$ cat config.mk
export PLATFORM = sky130hd
export DESIGN_NAME = multicycle_control_fsm
export DESIGN_NICKNAME = d
export VERILOG_FILES = /design/src/rtl/cpu8_pkg.sv /design/src/rtl/mem_handshake_timer.sv /design/src/rtl/multicycle_control_fsm.sv
export SDC_FILE = /design/constraint.sdc
export NUM_CORES = 1
export LEC_CHECK = 0
export BUFFER_PORTS_ARGS = -buffer_cell sky130_fd_sc_hd__buf_4
export CAP_MARGIN = 20
export CORE_AREA = 2 2 57 59
export CTS_CLUSTER_SIZE = 40
export DETAILED_ROUTE_END_ITERATION = 10
export DIE_AREA = 0 0 59 61
export PLACE_DENSITY = 0.8
export SYNTH_ARGS = -nofsm -noshare
export SYNTH_HDL_FRONTEND = slang
export SYNTH_HIERARCHICAL = 1
export SYNTH_SLANG_ARGS = --single-unit
$ cat constraint.sdc
create_clock -name clk -period 2.75 [get_ports clk]
set_input_delay 0.55 -clock clk [delete_from_list [all_inputs] [get_ports clk]]
set_output_delay 0.55 -clock clk [all_outputs]
set_load 0.01 [all_outputs]
$ cat src/rtl/cpu8_pkg.sv
// Shared definitions for the 8-bit multi-cycle processor: opcodes, ALU controls,
// sequencer state encoding and the instruction byte layout.
package cpu8_pkg;

    localparam int unsigned PC_W   = 8;
    localparam int unsigned OP_W   = 3;
    localparam int unsigned IMM_W  = 3;
    localparam int unsigned ALU_W  = 2;
    localparam int unsigned CNT_W  = 8;
    localparam int unsigned PERF_W = 16;

    localparam logic [OP_W-1:0] OP_ADD  = 3'b000;
    localparam logic [OP_W-1:0] OP_ADDI = 3'b100;
    localparam logic [OP_W-1:0] OP_SW   = 3'b101;
    localparam logic [OP_W-1:0] OP_LW   = 3'b110;
    localparam logic [OP_W-1:0] OP_SLL  = 3'b111;

    localparam logic [ALU_W-1:0] ALU_ADD = 2'b00;
    localparam logic [ALU_W-1:0] ALU_SLL = 2'b01;

    typedef enum logic [2:0] {
        ST_FETCH  = 3'd0,
        ST_DECODE = 3'd1,
        ST_EXEC   = 3'd2,
        ST_MEM    = 3'd3,
        ST_WB     = 3'd4,
        ST_HALT   = 3'd5
    } state_t;

    typedef struct packed {
        logic [OP_W-1:0]  opcode;
        logic             rd_sel;
        logic             rs_sel;
        logic [IMM_W-1:0] imm;
    } instr_t;

    // Opcodes 001/010/011 are unassigned and halt the machine.
    function automatic logic is_legal(input logic [OP_W-1:0] op);
        return (op == OP_ADD) || op[2];
    endfunction

endpackage

$ cat src/rtl/mem_handshake_timer.sv
// Counts MEM cycles without dmem_ack; expired flags the cycle that reaches MEM_TIMEOUT.
module mem_handshake_timer
    import cpu8_pkg::*;
#(
    parameter int unsigned MEM_TIMEOUT = 15
) (
    input  logic clk,
    input  logic reset,
    input  logic active,
    input  logic ack,
    output logic expired
);

    logic [CNT_W-1:0] wait_cnt;

    always_ff @(posedge clk) begin
        if (reset || !active || ack) begin
            wait_cnt <= '0;
        end else begin
            wait_cnt <= wait_cnt + CNT_W'(1);
        end
    end

    // This unacknowledged cycle is the MEM_TIMEOUT-th one.
    assign expired = active && !ack && (wait_cnt == CNT_W'(MEM_TIMEOUT - 1));

endmodule

$ cat src/rtl/multicycle_control_fsm.sv
// FETCH/DECODE/EXEC/MEM/WB sequencer for the 8-bit processor.
// Optional `MULTICYCLE_PERF_CNT_EN adds saturating cycle/retired counters.
module multicycle_control_fsm
    import cpu8_pkg::*;
#(
    parameter logic [7:0]  RESET_PC    = 8'd1,
    parameter int unsigned MEM_TIMEOUT = 15
) (
    input  logic             clk,
    input  logic             reset,
    input  logic             run,
    input  logic [7:0]       instr,
    input  logic             dmem_ack,
    output logic [PC_W-1:0]  pc,
    output logic [OP_W-1:0]  opcode,
    output logic             rd_sel,
    output logic             rs_sel,
    output logic [IMM_W-1:0] imm,
    output logic [ALU_W-1:0] alu_op,
    output logic             alu_src_imm,
    output logic             reg_we,
    output logic             wb_sel_mem,
    output logic             dmem_req,
    output logic             dmem_we,
    output logic             halted,
    output logic             illegal,
    output logic             timeout,
    output logic [2:0]       state_dbg
`ifdef MULTICYCLE_PERF_CNT_EN
    ,
    output logic [PERF_W-1:0] cycle_cnt,
    output logic [PERF_W-1:0] retired_cnt
`endif
);

    state_t state, state_next;
    instr_t ir;
    logic   mem_expired;

    mem_handshake_timer #(
        .MEM_TIMEOUT (MEM_TIMEOUT)
    ) u_timer (
        .clk     (clk),
        .reset   (reset),
        .active  (state == ST_MEM),
        .ack     (dmem_ack),
        .expired (mem_expired)
    );

    always_ff @(posedge clk) begin
        if (reset) begin
            state <= ST_FETCH;
        end else begin
            state <= state_next;
        end
    end

    // PC, instruction register and sticky fault flags.
    always_ff @(posedge clk) begin
        if (reset) begin
            pc      <= RESET_PC;
            ir      <= '0;
            illegal <= 1'b0;
            timeout <= 1'b0;
        end else begin
            if (state == ST_FETCH && run) begin
                ir <= instr_t'(instr);
                pc <= pc + PC_W'(1);
            end
            if (state == ST_DECODE && !is_legal(ir.opcode)) begin
                illegal <= 1'b1;
            end
            if (mem_expired) begin
                timeout <= 1'b1;
            end
        end
    end

    always_comb begin
        state_next = state;
        case (state)
            ST_FETCH:  if (run) state_next = ST_DECODE;
            ST_DECODE: state_next = is_legal(ir.opcode) ? ST_EXEC : ST_HALT;
            ST_EXEC:   state_next = (ir.opcode == OP_SW || ir.opcode == OP_LW) ? ST_MEM : ST_WB;
            ST_MEM: begin
                if (dmem_ack) begin
                    state_next = (ir.opcode == OP_SW) ? ST_FETCH : ST_WB;
                end else if (mem_expired) begin
                    state_next = ST_HALT;
                end
            end
            ST_WB:     state_next = ST_FETCH;
            ST_HALT:   state_next = ST_HALT;
            default:   state_next = ST_FETCH;
        endcase
    end

    // Moore decodes of the state register and IR; ALU controls persist from EXEC to WB.
    always_comb begin
        alu_op      = ALU_ADD;
        alu_src_imm = 1'b0;
        reg_we      = 1'b0;
        wb_sel_mem  = 1'b0;
        dmem_req    = 1'b0;
        dmem_we     = 1'b0;
        halted      = (state == ST_HALT);
        state_dbg   = state;
        if (state == ST_EXEC || state == ST_MEM || state == ST_WB) begin
            alu_op      = (ir.opcode == OP_SLL) ? ALU_SLL : ALU_ADD;
            alu_src_imm = (ir.opcode != OP_ADD);
        end
        if (state == ST_MEM) begin
            dmem_req = 1'b1;
            dmem_we  = (ir.opcode == OP_SW);
        end
        if (state == ST_WB) begin
            reg_we     = 1'b1;
            wb_sel_mem = (ir.opcode == OP_LW);
        end
    end

    assign opcode = ir.opcode;
    assign rd_sel = ir.rd_sel;
    assign rs_sel = ir.rs_sel;
    assign imm    = ir.imm;

`ifdef MULTICYCLE_PERF_CNT_EN
    logic retire;
    assign retire = (state == ST_WB) || (state == ST_MEM && dmem_ack && ir.opcode == OP_SW);

    always_ff @(posedge clk) begin
        if (reset) begin
            cycle_cnt   <= '0;
            retired_cnt <= '0;
        end else begin
            if (state != ST_HALT && cycle_cnt != '1) begin
                cycle_cnt <= cycle_cnt + PERF_W'(1);
            end
            if (retire && retired_cnt != '1) begin
                retired_cnt <= retired_cnt + PERF_W'(1);
            end
        end
    end
`endif

endmodule

Word level (Yosys, flattened, before mapping)
Cells that the tools add are included.

storage, ports and cells
  word-level logic and storage cells = 53
  output and inout bits = 29
  input bits = 12
  bits in registers = 29

operators by class
  equal/unequal tests = 11
  reductions and logical operators = 17
  $add $sub $neg = 2
  muxes and demuxes = 14

operators with widths
  cell                                                                    count
  3-bit 2-to-1 mux                                                        6
  8-bit by 1-bit adder with 8-bit output (second input constant)          2
  3-bit equality test (second input constant)                             5
  3-bit case mux with 5 select lines                                      1
  8-bit by 4-bit equality test with 1-bit output (second input constant)  1
  1-bit 2-to-1 mux                                                        7
  3-bit by 2-bit equality test with 1-bit output (second input constant)  2
  3-bit zero test                                                         2
  1-bit logical OR                                                        6
  1-bit logical AND                                                       4
  3-bit by 1-bit equality test with 1-bit output (second input constant)  1
  1-bit zero test                                                         3
  3-bit inequality test (second input constant)                           1
  3-bit nonzero test                                                      1
  2-bit inequality test (second input constant)                           1
  2-bit AND reduction                                                     1

Logic depth before layout (Yosys ltp)
  depth after elaboration = 6
  depth in mapped cells = 9
  depth with buffers taken out = 8

Hierarchy
The synthesis kept the hierarchy.

modules (own cells, without submodules)
  module                  instances  cells an instance  sequential area each (um2)  area each (um2)
  multicycle_control_fsm  1          130                420.4                       1053.5
  mem_handshake_timer     1          40                 160.2                       357.8

Worst setup path before layout
Ideal clock, no wire load.

  path kind = reg2reg
  from = register state[1] (netlist: state_dbg[1])
  to = register u_timer.wait_cnt[7]
  slack = 0.488 ns
  data required time = 2.691 ns
  setup time = 0.059 ns
  stages on the path, launching flop included = 8
  arrival = 2.203 ns
  buffers on the path = 2
  clock period less this slack = 2.262 ns
  path through = dfxtp_1 > clkbuf_1 > nor2b_1 > and2_1 > or3b_1 > clkbuf_1 > or4_1 > nand2_1

between the ends
  word-level cells in the longest chain between the ends = 4

RTL lines
  element                                         line                          source
  start, declared                                 multicycle_control_fsm.sv:36  state_t state, state_next;
  start signal, assigned                          multicycle_control_fsm.sv:54  state <= state_next;
  3-bit by 2-bit equality test with 1-bit output  multicycle_control_fsm.sv:45  .active (state == ST_MEM),
  1-bit zero test                                 mem_handshake_timer.sv:17     if (reset || !active || ack) begin
  1-bit logical OR (2 in a row)                   mem_handshake_timer.sv:17
  end signal, assigned                            mem_handshake_timer.sv:20     wait_cnt <= wait_cnt + CNT_W'(1);
  end, declared                                   mem_handshake_timer.sv:14     logic [CNT_W-1:0] wait_cnt;

No other way between the ends.
A chain may end at the register's enable or synchronous reset.

Worst setup path in the final report
  from = register state[2] (netlist: state_dbg[2])
  to = output wb_sel_mem

between the ends
  word-level cells in the longest chain between the ends = 2

RTL lines
  element              line                           source
  3-bit equality test  multicycle_control_fsm.sv:116  if (state == ST_WB) begin
  1-bit 2-to-1 mux     multicycle_control_fsm.sv:116
  end, declared        multicycle_control_fsm.sv:22   output logic wb_sel_mem,

No other way between the ends.

==> reports/results.tsv <==
metric	value	unit
vias_per_cell	5.47	
postCtsSetupRepairBufs	0	
grt_util_met2	28.3	%
hold_violations	0	
postCtsHoldBufs	0	
ys_warn_count	6	
die_h	61	microns
min_period	2160	ps
grt_util_met1	25.1	%
rsz0062_at_grt	no	
path_cells	inv_1, nor3_1, and4b_1, buf_4	
critPathKind	reg -> out	
synth_seq_cells	29	
mostFrequentLayoutCells	buf_4 (41), dfxtp_1 (29), nand2_1 (25), a21oi_1 (18), nor2_1 (14)	
status	finished clean	
die_area	3600	sq um
num_io_pins	41	
detail-route-antenna-nets	0	
syn-num-nets	185	
power_density	527	nW/um^2
grt_first_pass_wirelength	5170	microns
synth-adder-area-share	2.66	%
grtUsageTotal	18.7	%
cp_slowest_cell	dfxtp_1	
finalSetupTns	0	ps
cts_root_buf	clkbuf_4	
cts_buffers	5	
power.leakage	0.712	nW
routabilityCongestion	0.760	
synth_top_family_by_area	simple AND/OR/NAND/NOR gates	
num_vias	1318	
syn_area	1410	sq um
holdCritPathClass	in -> reg	
cp.arrival	1610	ps
drv_slew	0	
hold_ws	460	ps
hpwl	2160	microns
core_area	2950	sq um
synth-simple-area-share	30.9	%
synth_area_leaders	dfxtp_1 (41%), nand2_1 (6.6%), a21oi_1 (6.4%)	
final_area	1770	sq um
final_common_cell	buf_4	
synth_compound_area_share	16.1	%
place_area	1700	sq um
ys_seq_area_share	41.1	%
cts.path.max_buffers	2	
synth_top_cell_by_area	dfxtp_1	
end_kind	output pin	
synth_top_cell_area_share	41.1	%
grt_pass1_vias	1138	
fin_crit_sh	78.6	%
drtIter0Drc	50	
reg2reg_slack	670	ps
synth_edf_count	0	
setup_violations	0	
crit_buf_inv	2	
antenna_found_initial	0	
wl	3120	microns
overflow	0	
cts_tree	built	
async_flop_share	0	%
skew	7.85	ps
critPathMaxStageDelay	540	ps
synth_cell_types	44	
row_count	20	
areaGrowthSynthToFinish	25.4	%
critical_path.max_fanout	11	
cap_violations	0	
die_x	59	microns
n_antenna_cell	0	
htree_levels	2	
ys.flop_type	dfxtp_1	
cp-start-kind	register	
critPathRequiredTime	2200	ps
final_nets	222	
clkTransAtPathRegs	100	ps
postSynthCellCount	170	
drt_first_pass_iters	4	
max_clock_freq	463	MHz
grt_busiest_layer	met2	
drive_gt1_share	25.5	%
drc	0	
wl_per_cell	13.0	microns
start_util	47.8	%
grt_use_met3	5.97	%
clk_latency	330	ps
path_delay_family	flip-flops	
synthMuxAreaShare	0.798	%
ir_drop	0.260	mV
cts_resized	0	
grt_max_degree	25	
cts_sinks	29	
io_buffers	39	
syn_area_per_cell	8.30	sq um
synth_xor_area_share	3.10	%
-- worst paths after layout --
| path | from | end | cells past startpoint |
|---|---|---|---|
| worst max-delay path | state_dbg[2]$_SDFFE_PP0P_ | wb_sel_mem | 4 |
| worst min-delay path | instr[4] | rd_sel$_SDFFE_PP0P_ | 3 |
| worst min register to register | imm[0]$_SDFFE_PP0P_ | imm[0]$_SDFFE_PP0P_ | 2 |
| worst max register to register | state_dbg[2]$_SDFFE_PP0P_ | state_dbg[2]$_SDFFE_PP0P_ | 8 |
-- synth_stat cells, types with 2 or more instances --
master and number:
or4_1 3, inv_1 3, nand2_1 25, nand4b_1 2
nor3b_1 4, nor2_1 14, clkbuf_1 7, a21oi_1 18
nor3_1 4, o31ai_1 2, xnor2_1 2, o211ai_1 2
nand3_1 6, nand2b_1 2, ha_1 3, xor2_1 3
o21ai_0 8, dfxtp_1 29, nor2b_1 3, or3_1 5
buf_6 2
-- cell type report --
type / instances / area [sq um]
timing repair buffer: 41 / 308
sequential: 29 / 581
fill: 273 / 1180
tap: 33 / 41.3
clock buffer: 7 / 65.1
multi-input combinational: 127 / 759
clock inverter: 1 / 5.00
inverter: 3 / 11.3
-- registers in the layout (all words and copies together) (netlist names) --
register	flops
opcode	3
u_timer/wait_cnt	8
rd_sel	1
state_dbg	3
timeout	1
imm	3
illegal	1
pc	8
rs_sel	1
-- kinds of logic (layout without fill, tap and decap cells) --
group	count (synthesis)	in the layout
flops	29	29
compound gates	38	38
mux	1	1
xor+xnor	5	5
other cells	1	1
buf+inv	14	52
fa+ha+maj	3	3
simple gates	79	79
-- per-layer routing --
metal  part of all wire (%)  vias to the layer above
li1                       -                      682
met1                     48                      602
met2                     45                       30
met3                    5.6                        4
met4                    1.5                        0
met5                      0                        -
-- worst register-to-register path, stage by stage (launching register included) --
cell      delay (ps)
dfxtp_1          420
nor2b_1          220
and2_1           230
nand4b_1         110
nor3_1           130
nor4bb_1         460
nor3b_1          110
o21ai_0          180
o311a_1          180
-- per-stage QoR --
stage	cells	setup WS [ps]	power [mW]	util, %
after floorplan	170	488	0.581	-
after global placement	233	655	0.644	57.6
after detailed placement	233	690	0.646	57.6
after CTS	241	562	0.941	60.0
after global routing	241	351	0.977	60.0
final	241	589	0.933	60.0
-- power breakdown --
group	leakage, nW	total, mW	switching [mW]	internal, mW
clock network	0.0413	0.297	0.149	0.148
logic	0.435	0.165	0.0823	0.0823
registers	0.236	0.472	0.0307	0.441
Note: power is estimated with default switching activity, not from simulation.
